`src/rtl/alu_pkg.sv`:
```
// Shared types and constants for the saturating accumulator datapath.
package alu_pkg;

  typedef enum logic [1:0] {
    IDLE  = 2'd0,
    ACCUM = 2'd1,
    DONE  = 2'd2
  } acc_state_t;

  localparam logic [15:0] SAT_MAX = 16'h7FFF;
  localparam logic [15:0] SAT_MIN = 16'h8000;

endpackage

```
`src/rtl/sat_accumulator_if.sv`:
```
// Control, sample-stream and result signals of the saturating accumulator.
interface sat_accumulator_if #(
  parameter int unsigned WIDTH = 16,
  parameter int unsigned CNT_W = 8
);

  logic             start;
  logic [CNT_W-1:0] len;
  logic             sub;
  logic             in_valid;
  logic             in_ready;
  logic [WIDTH-1:0] in_data;
  logic             out_valid;
  logic             out_ready;
  logic [WIDTH-1:0] out_data;
  logic             out_sat;
  logic             busy;

  modport master (
    output start, len, sub, in_valid, in_data, out_ready,
    input  in_ready, out_valid, out_data, out_sat, busy
  );

  modport slave (
    input  start, len, sub, in_valid, in_data, out_ready,
    output in_ready, out_valid, out_data, out_sat, busy
  );

endinterface

```
`src/rtl/sixteen_bit_adder.sv`:
```
// 16-bit two's-complement adder with carry-in and signed-overflow flag.
module sixteen_bit_adder (
  input  logic        cin,
  input  logic [15:0] a,
  input  logic [15:0] b,
  output logic        overflow,
  output logic [15:0] result
);

  assign result   = a + b + {15'd0, cin};
  assign overflow = (a[15] == b[15]) && (result[15] != a[15]);

endmodule

```
`src/rtl/sat_accumulator.sv`:
```
// Saturating accumulator: sums or subtracts len samples through sixteen_bit_adder,
// clamping each step to the signed 16-bit range and flagging any saturation.
module sat_accumulator
  import alu_pkg::*;
#(
  parameter int unsigned WIDTH = 16,
  parameter int unsigned CNT_W = 8
) (
  input logic               clk,
  input logic               rst_n,
  sat_accumulator_if.slave  bus
);

  acc_state_t       r_state;
  logic [WIDTH-1:0] r_acc;
  logic [CNT_W-1:0] r_remaining;
  logic             r_sat;
  logic             r_sub;

  logic [WIDTH-1:0] w_b;
  logic [WIDTH-1:0] w_result;
  logic             w_overflow;

  // Subtraction as acc + ~x + 1 keeps a single adder in the path.
  assign w_b = r_sub ? ~bus.in_data : bus.in_data;

  sixteen_bit_adder u_adder (
    .cin      (r_sub),
    .a        (r_acc),
    .b        (w_b),
    .overflow (w_overflow),
    .result   (w_result)
  );

  always_ff @(posedge clk) begin
    if (!rst_n) begin
      r_state     <= IDLE;
      r_acc       <= '0;
      r_remaining <= '0;
      r_sat       <= 1'b0;
      r_sub       <= 1'b0;
    end else begin
      case (r_state)
        IDLE: begin
          if (bus.start) begin
            r_acc       <= '0;
            r_sat       <= 1'b0;
            r_remaining <= bus.len;
            if (bus.len != '0) begin
              r_sub   <= bus.sub;
              r_state <= ACCUM;
            end else begin
              r_sub   <= 1'b0;
              r_state <= DONE;
            end
          end
        end
        ACCUM: begin
          if (bus.in_valid) begin
            // Overflow only happens when acc and b agree in sign, so clamp toward acc's sign.
            if (w_overflow) begin
              r_acc <= r_acc[WIDTH-1] ? SAT_MIN : SAT_MAX;
              r_sat <= 1'b1;
            end else begin
              r_acc <= w_result;
            end
            r_remaining <= r_remaining - CNT_W'(1);
            if (r_remaining == CNT_W'(1)) r_state <= DONE;
          end
        end
        DONE: begin
          if (bus.out_ready) r_state <= IDLE;
        end
        default: r_state <= IDLE;
      endcase
    end
  end

  assign bus.in_ready  = (r_state == ACCUM);
  assign bus.out_valid = (r_state == DONE);
  assign bus.busy      = (r_state == ACCUM) || (r_state == DONE);
  assign bus.out_data  = r_acc;
  assign bus.out_sat   = r_sat;

endmodule

```
`src/flat_wrapper.sv`:
```
// flat-port wrapper written by rule: the top's interface ports become plain ports
module sat_accumulator_flat import alu_pkg::*;
#(
  parameter int unsigned WIDTH = 16,
  parameter int unsigned CNT_W = 8
)
  (clk, rst_n, bus_start, bus_len, bus_sub, bus_in_valid, bus_in_data, bus_out_ready, bus_in_ready, bus_out_valid, bus_out_data, bus_out_sat, bus_busy);
  sat_accumulator_if #(.WIDTH(WIDTH), .CNT_W(CNT_W)) bus_i ();
  input logic clk;
  input logic rst_n;
  input wire logic [$bits(bus_i.start)-1:0] bus_start;
  input wire logic [$bits(bus_i.len)-1:0] bus_len;
  input wire logic [$bits(bus_i.sub)-1:0] bus_sub;
  input wire logic [$bits(bus_i.in_valid)-1:0] bus_in_valid;
  input wire logic [$bits(bus_i.in_data)-1:0] bus_in_data;
  input wire logic [$bits(bus_i.out_ready)-1:0] bus_out_ready;
  output wire logic [$bits(bus_i.in_ready)-1:0] bus_in_ready;
  output wire logic [$bits(bus_i.out_valid)-1:0] bus_out_valid;
  output wire logic [$bits(bus_i.out_data)-1:0] bus_out_data;
  output wire logic [$bits(bus_i.out_sat)-1:0] bus_out_sat;
  output wire logic [$bits(bus_i.busy)-1:0] bus_busy;
  assign bus_i.start = bus_start;
  assign bus_i.len = bus_len;
  assign bus_i.sub = bus_sub;
  assign bus_i.in_valid = bus_in_valid;
  assign bus_i.in_data = bus_in_data;
  assign bus_i.out_ready = bus_out_ready;
  assign bus_in_ready = bus_i.in_ready;
  assign bus_out_valid = bus_i.out_valid;
  assign bus_out_data = bus_i.out_data;
  assign bus_out_sat = bus_i.out_sat;
  assign bus_busy = bus_i.busy;
  sat_accumulator #(.WIDTH(WIDTH), .CNT_W(CNT_W)) u_core (.clk(clk), .rst_n(rst_n), .bus(bus_i));
endmodule
```
`config.mk`:
```
export PLATFORM = sky130hd
export DESIGN_NAME = sat_accumulator_flat
export DESIGN_NICKNAME = d
export VERILOG_FILES = /design/src/rtl/alu_pkg.sv /design/src/rtl/sat_accumulator_if.sv /design/src/rtl/sixteen_bit_adder.sv /design/src/rtl/sat_accumulator.sv /design/src/flat_wrapper.sv
export SDC_FILE = /design/constraint.sdc
export NUM_CORES = 1
export LEC_CHECK = 0
export CORE_UTILIZATION = 51
export CTS_CLUSTER_SIZE = 16
export DETAILED_ROUTE_END_ITERATION = 8
export PLACE_DENSITY = 0.81
export SYNTH_ARGS = -nofsm -noshare
export SYNTH_HDL_FRONTEND = slang
export SYNTH_SLANG_ARGS = --single-unit
```
`constraint.sdc`:
```
create_clock -name clk -period 3.7 [get_ports clk]
set_input_delay 0.74 -clock clk [delete_from_list [all_inputs] [get_ports clk]]
set_output_delay 0.74 -clock clk [all_outputs]
set_load 0.01 [all_outputs]
```
==> reports/results.ini, run 1 <==
[die]
dieArea_sq_um = 4827
core.rowCount = 24
coreArea_sq_um = 4354
start_util_pct = 53.33
die_height_um = 69.48
io_pins = 50
die_x_um = 69.48

[synth]
synthFlopType = dfxtp_1
syn_inst = 287
yosysWarningCount = 0
synth_area_sq_um = 2322
syn_nets = 337
async_flop_share_pct = 0
synth.distinct_cells = 52
synth.avg_cell_area_sq_um = 8.091
ys_ff_latch = 28
synth_enable_flop_cells = 0
synth_seq_area_share_pct = 24.14

[global_route]
grt_max_degree = 25
grt_pass1_wl_um = 9315
gr-total-overflow = 0
first_global_vias = 2086
grt_use_total_pct = 23.51
antenna_found_initial = 0

[routing]
postRouteAntennaNets = 0
drt_wl_total_um = 5562
drc = 0
routed_wire_length_per_instance_um = 14.60
drt-initial-drc-count = 113
first_pass_iters = 5
avgViaCountPerCell = 5.782
vias = 2203

[layout]
syn2layout_area_growth_pct = 24.57
fin_nets = 380
diodes = 0
final_layout_size_suffix_gt1_share_pct = 6.687

[placed_design]
pre_cts_slack_ps = 162.6
place.gp.congestion = 0.9059
dpl.hpwl_um = 3953
io_buffers = 49

[clock_tree]
cts_tree = done
cts_buffers = 3
clock_latency_ps = 290
post_cts.repair.setup_buffers = 0
cts_sinks = 28
ctsResizeCount = 0
root_buffer = clkbuf_8
cts_max_path_buffers = 2
cts.reportedPaths.clkPinSlew_ps = 110
htreeDepth = 1
hold_buffers = 0

[timing]
relSlewSlack_pct = 27.41
setup_slack_ps = 431.6
slew_viol_final = 0
rsz0062_at_grt = no
fin_crit_sh_pct = 88.34
setup_viol = 0
fin_skew_ps = 9.223
layout_min_cycle_time_ps = 3268
fmax_mhz = 306.0
finalHoldViolCount = 0
worst_pin_slew_ps = 1082
fin_tns_setup_ps = 0

[worst_setup_path]
cp-start-kind = input port
arrival_ps = 3450
worstSetupEndpointType = register
required_ps = 3880
path_class = in2reg
cp_max_fo = 3

[pwr]
vdd_drop_max_v = 0.0002526
p_per_area_nw_per_um2 = 559.2
leakage_nw = 1.217

[hold_path]
hold_path_class = reg2reg

[run_status]
outcome = finished clean

[flow_run]
drv_cap = 0

final cells by class:
class / instances / area [sq um]
clock buffers: 3 / 41.29
well taps: 52 / 65.06
fillers: 375 / 1461
flip-flops and latches: 28 / 560.5
inverters: 14 / 52.55
multi-input cells: 232 / 1638
clock inverters: 1 / 30.03
repair buffers: 51 / 505.5
power by group:
part	switching [W]	internal, W
Combinational	0.000501	0.000405
Sequential	0.0000883	0.000368
Clock	0.000110	0.000145
Total	0.000699	0.000918
Yosys cell counts, types with 6 or more instances:
library cell | count | area, sq um
a21oi_1 | 18 | 90.09
clkbuf_1 | 9 | 33.78
nor2_1 | 12 | 45.04
nand3_1 | 6 | 30.03
xor2_1 | 22 | 192.7
o21ai_0 | 17 | 85.08
nand2_1 | 29 | 108.9
dfxtp_1 | 28 | 560.5
o21ai_1 | 8 | 40.04
xnor2_1 | 8 | 70.07
inv_1 | 14 | 52.55
a31oi_1 | 7 | 43.79
ha_1 | 19 | 237.7
a21o_1 | 10 | 75.07
cell families after synthesis:
group | count (synthesis) | synth area share (%)
compound gates | 94 | 27.53
simple gates | 86 | 19.72
xor+xnor | 30 | 11.31
flops | 28 | 24.14
buf+inv | 27 | 5.334
fa+ha+maj | 20 | 11.10
mux | 2 | 0.8621
flip-flops by register name, indices dropped and copies added, names as in the netlist:
signal / cells
u_core.bus.out_data: 16
u_core.bus.out_sat: 1
u_core.r_remaining: 8
u_core.r_state: 2
u_core.r_sub: 1
critical path: stages:
cell             delay, ps
clkdlybuf4s50_1        520
mux2i_1                310
inv_1                   90
fa_1                   400
a21o_1                 200
a221oi_2               270
a21o_1                 200
nand3b_2               110
a311oi_2               280
nor4b_2                240
nor3_1                  80
per-layer routing:
metal / vias to the layer above / track usage (%) / wire (um)
met5: - / 0 / 0
met4: 0 / 9.524 / 129
met1: 1030 / 31.18 / 2732
li1: 1111 / - / -
met2: 47 / 38.73 / 2540
met3: 15 / 2.762 / 160
through the flow:
stage               power [W]  util [%]  hold WS (ps)  instance area (sq um)  std cells
finish               0.001618     66.44         479.4                   2893        381
global route         0.001738     66.44         507.0                   2893        381
CTS                  0.001610     66.44         481.8                   2893        381
detailed placement   0.001353     64.80         467.7                   2821        377
global placement     0.001333     64.80         458.4                   2821        377
floorplan            0.001119         -         475.4                   2322        287
worst paths after layout:
kind	start	end	slack [ps]	cells after the start
max	bus_in_data[0]	u_core.bus.out_data[14]	430	11
max reg2reg	u_core.r_sub	u_core.bus.out_data[0]	540	9
min	u_core.bus.out_data[12]	u_core.bus.out_data[12]	480	2
min reg2reg	u_core.bus.out_data[12]	u_core.bus.out_data[12]	480	2
layout by cell type, fill, tap and decap left out, types with 3 or more instances in the layout:
master            n
o21ai_0          17
nor2_1           12
nor4_1            3
xor2_1           22
a21o_1           10
a21oi_1          18
clkbuf_8          3
o21ai_1           8
clkdlybuf4s50_1  49
a21boi_0          5
nand4_1           4
nand3_1           6
xnor2_1           8
o211ai_1          5
or3_1             4
nand2b_1          3
nor2b_1           4
nand2_1          29
a31oi_1           7
and3_1            4
nor3_1            3
a21boi_1          4
ha_1             19
and2_1            5
dfxtp_1          28
inv_1            14
(Power assumes the default switching activity.)
==> run 2, diff against run 1 <==
--- a/config.mk
+++ b/config.mk
@@ -5,10 +5,12 @@
 export SDC_FILE = /design/constraint.sdc
 export NUM_CORES = 1
 export LEC_CHECK = 0
-export CORE_UTILIZATION = 51
+export CELL_PAD_IN_SITES_DETAIL_PLACEMENT = 1
+export CELL_PAD_IN_SITES_GLOBAL_PLACEMENT = 1
+export CORE_UTILIZATION = 38
 export CTS_CLUSTER_SIZE = 16
 export DETAILED_ROUTE_END_ITERATION = 8
-export PLACE_DENSITY = 0.81
+export PLACE_DENSITY = 0.82
 export SYNTH_ARGS = -nofsm -noshare
 export SYNTH_HDL_FRONTEND = slang
 export SYNTH_SLANG_ARGS = --single-unit
==> run 2 against run 1 <==
  * Largest power group unchanged
  * Sequential power about the same
  * Via count up 4.3%
  * First-iteration DRC count down 9.7%
  * Global-route usage down 2.3 points
  * Design area up 0.56%
  * Non-clock buffer count unchanged
==> reports/results.ini, run 2 (same netlist as run 1, synthesis figures left out) <==
[routing]
first_pass_iters = 4  ; was 5
drt_wl_total_um = 6519  ; was 5562 um
routed_wire_length_per_instance_um = 16.14  ; was 14.60 um
avgViaCountPerCell = 5.686  ; was 5.782
drc = 0  ; unchanged
vias = 2297  ; was 2203
postRouteAntennaNets = 0  ; unchanged
drt-initial-drc-count = 102  ; was 113

[timing]
fin_skew_ps = 4.638  ; was 9.223 ps
slew_viol_final = 0  ; unchanged
fmax_mhz = 293.7  ; was 306.0 MHz
rsz0062_at_grt = no  ; unchanged
finalHoldViolCount = 0  ; unchanged
worst_pin_slew_ps = 922.3  ; was 1082 ps
layout_min_cycle_time_ps = 3404  ; was 3268 ps
setup_viol = 0  ; unchanged
fin_tns_setup_ps = 0  ; unchanged
relSlewSlack_pct = 38.32  ; was 27.41%
fin_crit_sh_pct = 92.01  ; was 88.34%

[worst_setup_path]
worstSetupEndpointType = register  ; unchanged
setup.reg_to_reg.worst_slack_ps = 400  ; was 540 ps
r2r_cells = 10  ; was 9
cp_max_fo = 3  ; unchanged
cp-start-kind = input port  ; unchanged
crit_path_start = bus_in_data[0]  ; unchanged
path_class = in2reg  ; unchanged
required_ps = 3880  ; about the same
arrival_ps = 3590  ; was 3450 ps
reg2reg_to = u_core.bus.out_data[2]  ; was u_core.bus.out_data[0]
r2r-start = u_core.r_sub  ; unchanged

[clock_tree]
hold_buffers = 0  ; unchanged
ctsResizeCount = 0  ; unchanged
post_cts.repair.setup_buffers = 0  ; unchanged
cts_sinks = 28  ; unchanged
root_buffer = clkbuf_8  ; unchanged
cts_tree = done  ; unchanged
htreeDepth = 1  ; unchanged
cts_buffers = 3  ; unchanged
cts.reportedPaths.clkPinSlew_ps = 110  ; about the same
clock_latency_ps = 280  ; was 290 ps
cts_max_path_buffers = 2  ; unchanged

[pwr]
vdd_drop_max_v = 0.0002235  ; was 0.0002526 V
leakage_nw = 1.212  ; was 1.217 nW
p_per_area_nw_per_um2 = 545.9  ; was 559.2 nW/um^2
total_power_w = 0.001588  ; was 0.001618 W

[layout]
syn2layout_area_growth_pct = 25.27  ; was 24.57%
largest_reg_flops = 16  ; unchanged
final_common_cell = clkdlybuf4s50_1  ; unchanged
diodes = 0  ; unchanged
num-fill-cells = 736  ; was 375
final_layout_size_suffix_gt1_share_pct = 6.991  ; was 6.687%
mostFrequentLayoutCells = clkdlybuf4s50_1, nand2_1, dfxtp_1  ; unchanged
fin_nets = 380  ; unchanged
finalNonFillerCells = 404  ; was 381

[die]
die_height_um = 80.18  ; was 69.48 um
start_util_pct = 39.22  ; was 53.33%
io_pins = 50  ; unchanged
core.rowCount = 28  ; was 24
dieArea_sq_um = 6428  ; was 4827 sq um
die_x_um = 80.18  ; was 69.48 um
coreArea_sq_um = 5921  ; was 4354 sq um

[run_status]
outcome = finished clean  ; unchanged

[hold_path]
holdCritStartpoint = u_core.bus.out_data[9]  ; was u_core.bus.out_data[12]
hold_path_class = reg2reg  ; unchanged
hold_depth = 2  ; unchanged
hold_end = u_core.bus.out_data[9]  ; was u_core.bus.out_data[12]

[global_route]
first_global_vias = 2301  ; was 2086
grt_pass1_wl_um = 10680  ; was 9315 um
grt_max_degree = 25  ; unchanged
gr-total-overflow = 0  ; unchanged
antenna_found_initial = 0  ; unchanged
grt_use_total_pct = 21.20  ; was 23.51%

[placed_design]
place.gp.congestion = 0.8203  ; was 0.9059
place_inst = 400  ; was 377
io_buffers = 49  ; unchanged
dpl.hpwl_um = 4890  ; was 3953 um

[flow_run]
drv_cap = 0  ; unchanged

run 2: cell count changes in the layout (fill, tap and decap cells not counted):
cell | before | now
bufinv_16 | 1 | 0
o21ai_1 | 8 | 7
clkbuf_8 | 3 | 4
o21ai_2 | 2 | 3
run 2: worst max-delay path: stages:
cell,delay (ps)
clkdlybuf4s50_1,520
mux2i_1,320
inv_1,100
fa_1,420
a21o_1,200
a221oi_2,350
a21o_1,230
nand3b_2,120
a311oi_2,280
nor4b_2,240
nor3_1,70
run 2: area by class of cell:
class	count	area (sq um)	area share (%)
Multi-Input combinational cell	232	1642	56.43
Sequential cell	28	560.5	19.27
Timing Repair Buffer	51	505.5	17.38
Tap cell	75	93.84	3.226
Clock buffer	4	55.05	1.892
Inverter	14	52.55	1.806
run 2: worst max path at each step:
stage               depth (start not counted)                      end  slack, ps
CTS                                        11  u_core.bus.out_data[14]        330
global placement                           11  u_core.bus.out_data[14]        180
global route                               11  u_core.bus.out_data[14]        180
floorplan                                  11  u_core.bus.out_data[14]        810
detailed placement                         11  u_core.bus.out_data[14]         80
finish                                     11  u_core.bus.out_data[14]        300
run 2: power breakdown:
part,leakage (nW),internal [W],switching (W)
logic,0.955,0.000401,0.000528
clock network,0.0288,0.0000957,0.000108
registers,0.228,0.000368,0.0000867
total,1.21,0.000865,0.000723
run 2: routing by layer:
layer | track usage [%] | vias up | routed length [um]
met5 | 0 | - | 0
met4 | 6.071 | 0 | 99
met3 | 1.818 | 8 | 213
met2 | 37.44 | 44 | 3242
met1 | 27.27 | 1127 | 2962
li1 | - | 1118 | -
run 2: metrics by stage:
step                hold slack, ps  worst slack [ps]  util (%)  instance area, sq um
finish                       477.3             295.7     49.13                  2909
global route                 505.4             175.4     49.13                  2909
CTS                          479.9             330.0     49.13                  2909
detailed placement           465.6             76.32     48.20                  2854
global placement             459.3             182.2     48.20                  2854
floorplan                    475.4             812.9         -                  2322
==> run 3, diff against run 2 <==
--- a/config.mk
+++ b/config.mk
@@ -5,6 +5,7 @@
 export SDC_FILE = /design/constraint.sdc
 export NUM_CORES = 1
 export LEC_CHECK = 0
+export CAP_MARGIN = 10
 export CELL_PAD_IN_SITES_DETAIL_PLACEMENT = 1
 export CELL_PAD_IN_SITES_GLOBAL_PLACEMENT = 1
 export CORE_UTILIZATION = 38
==> results of run 3 <==
No change in the layout: final DEF, timing and power equal those of run 2.
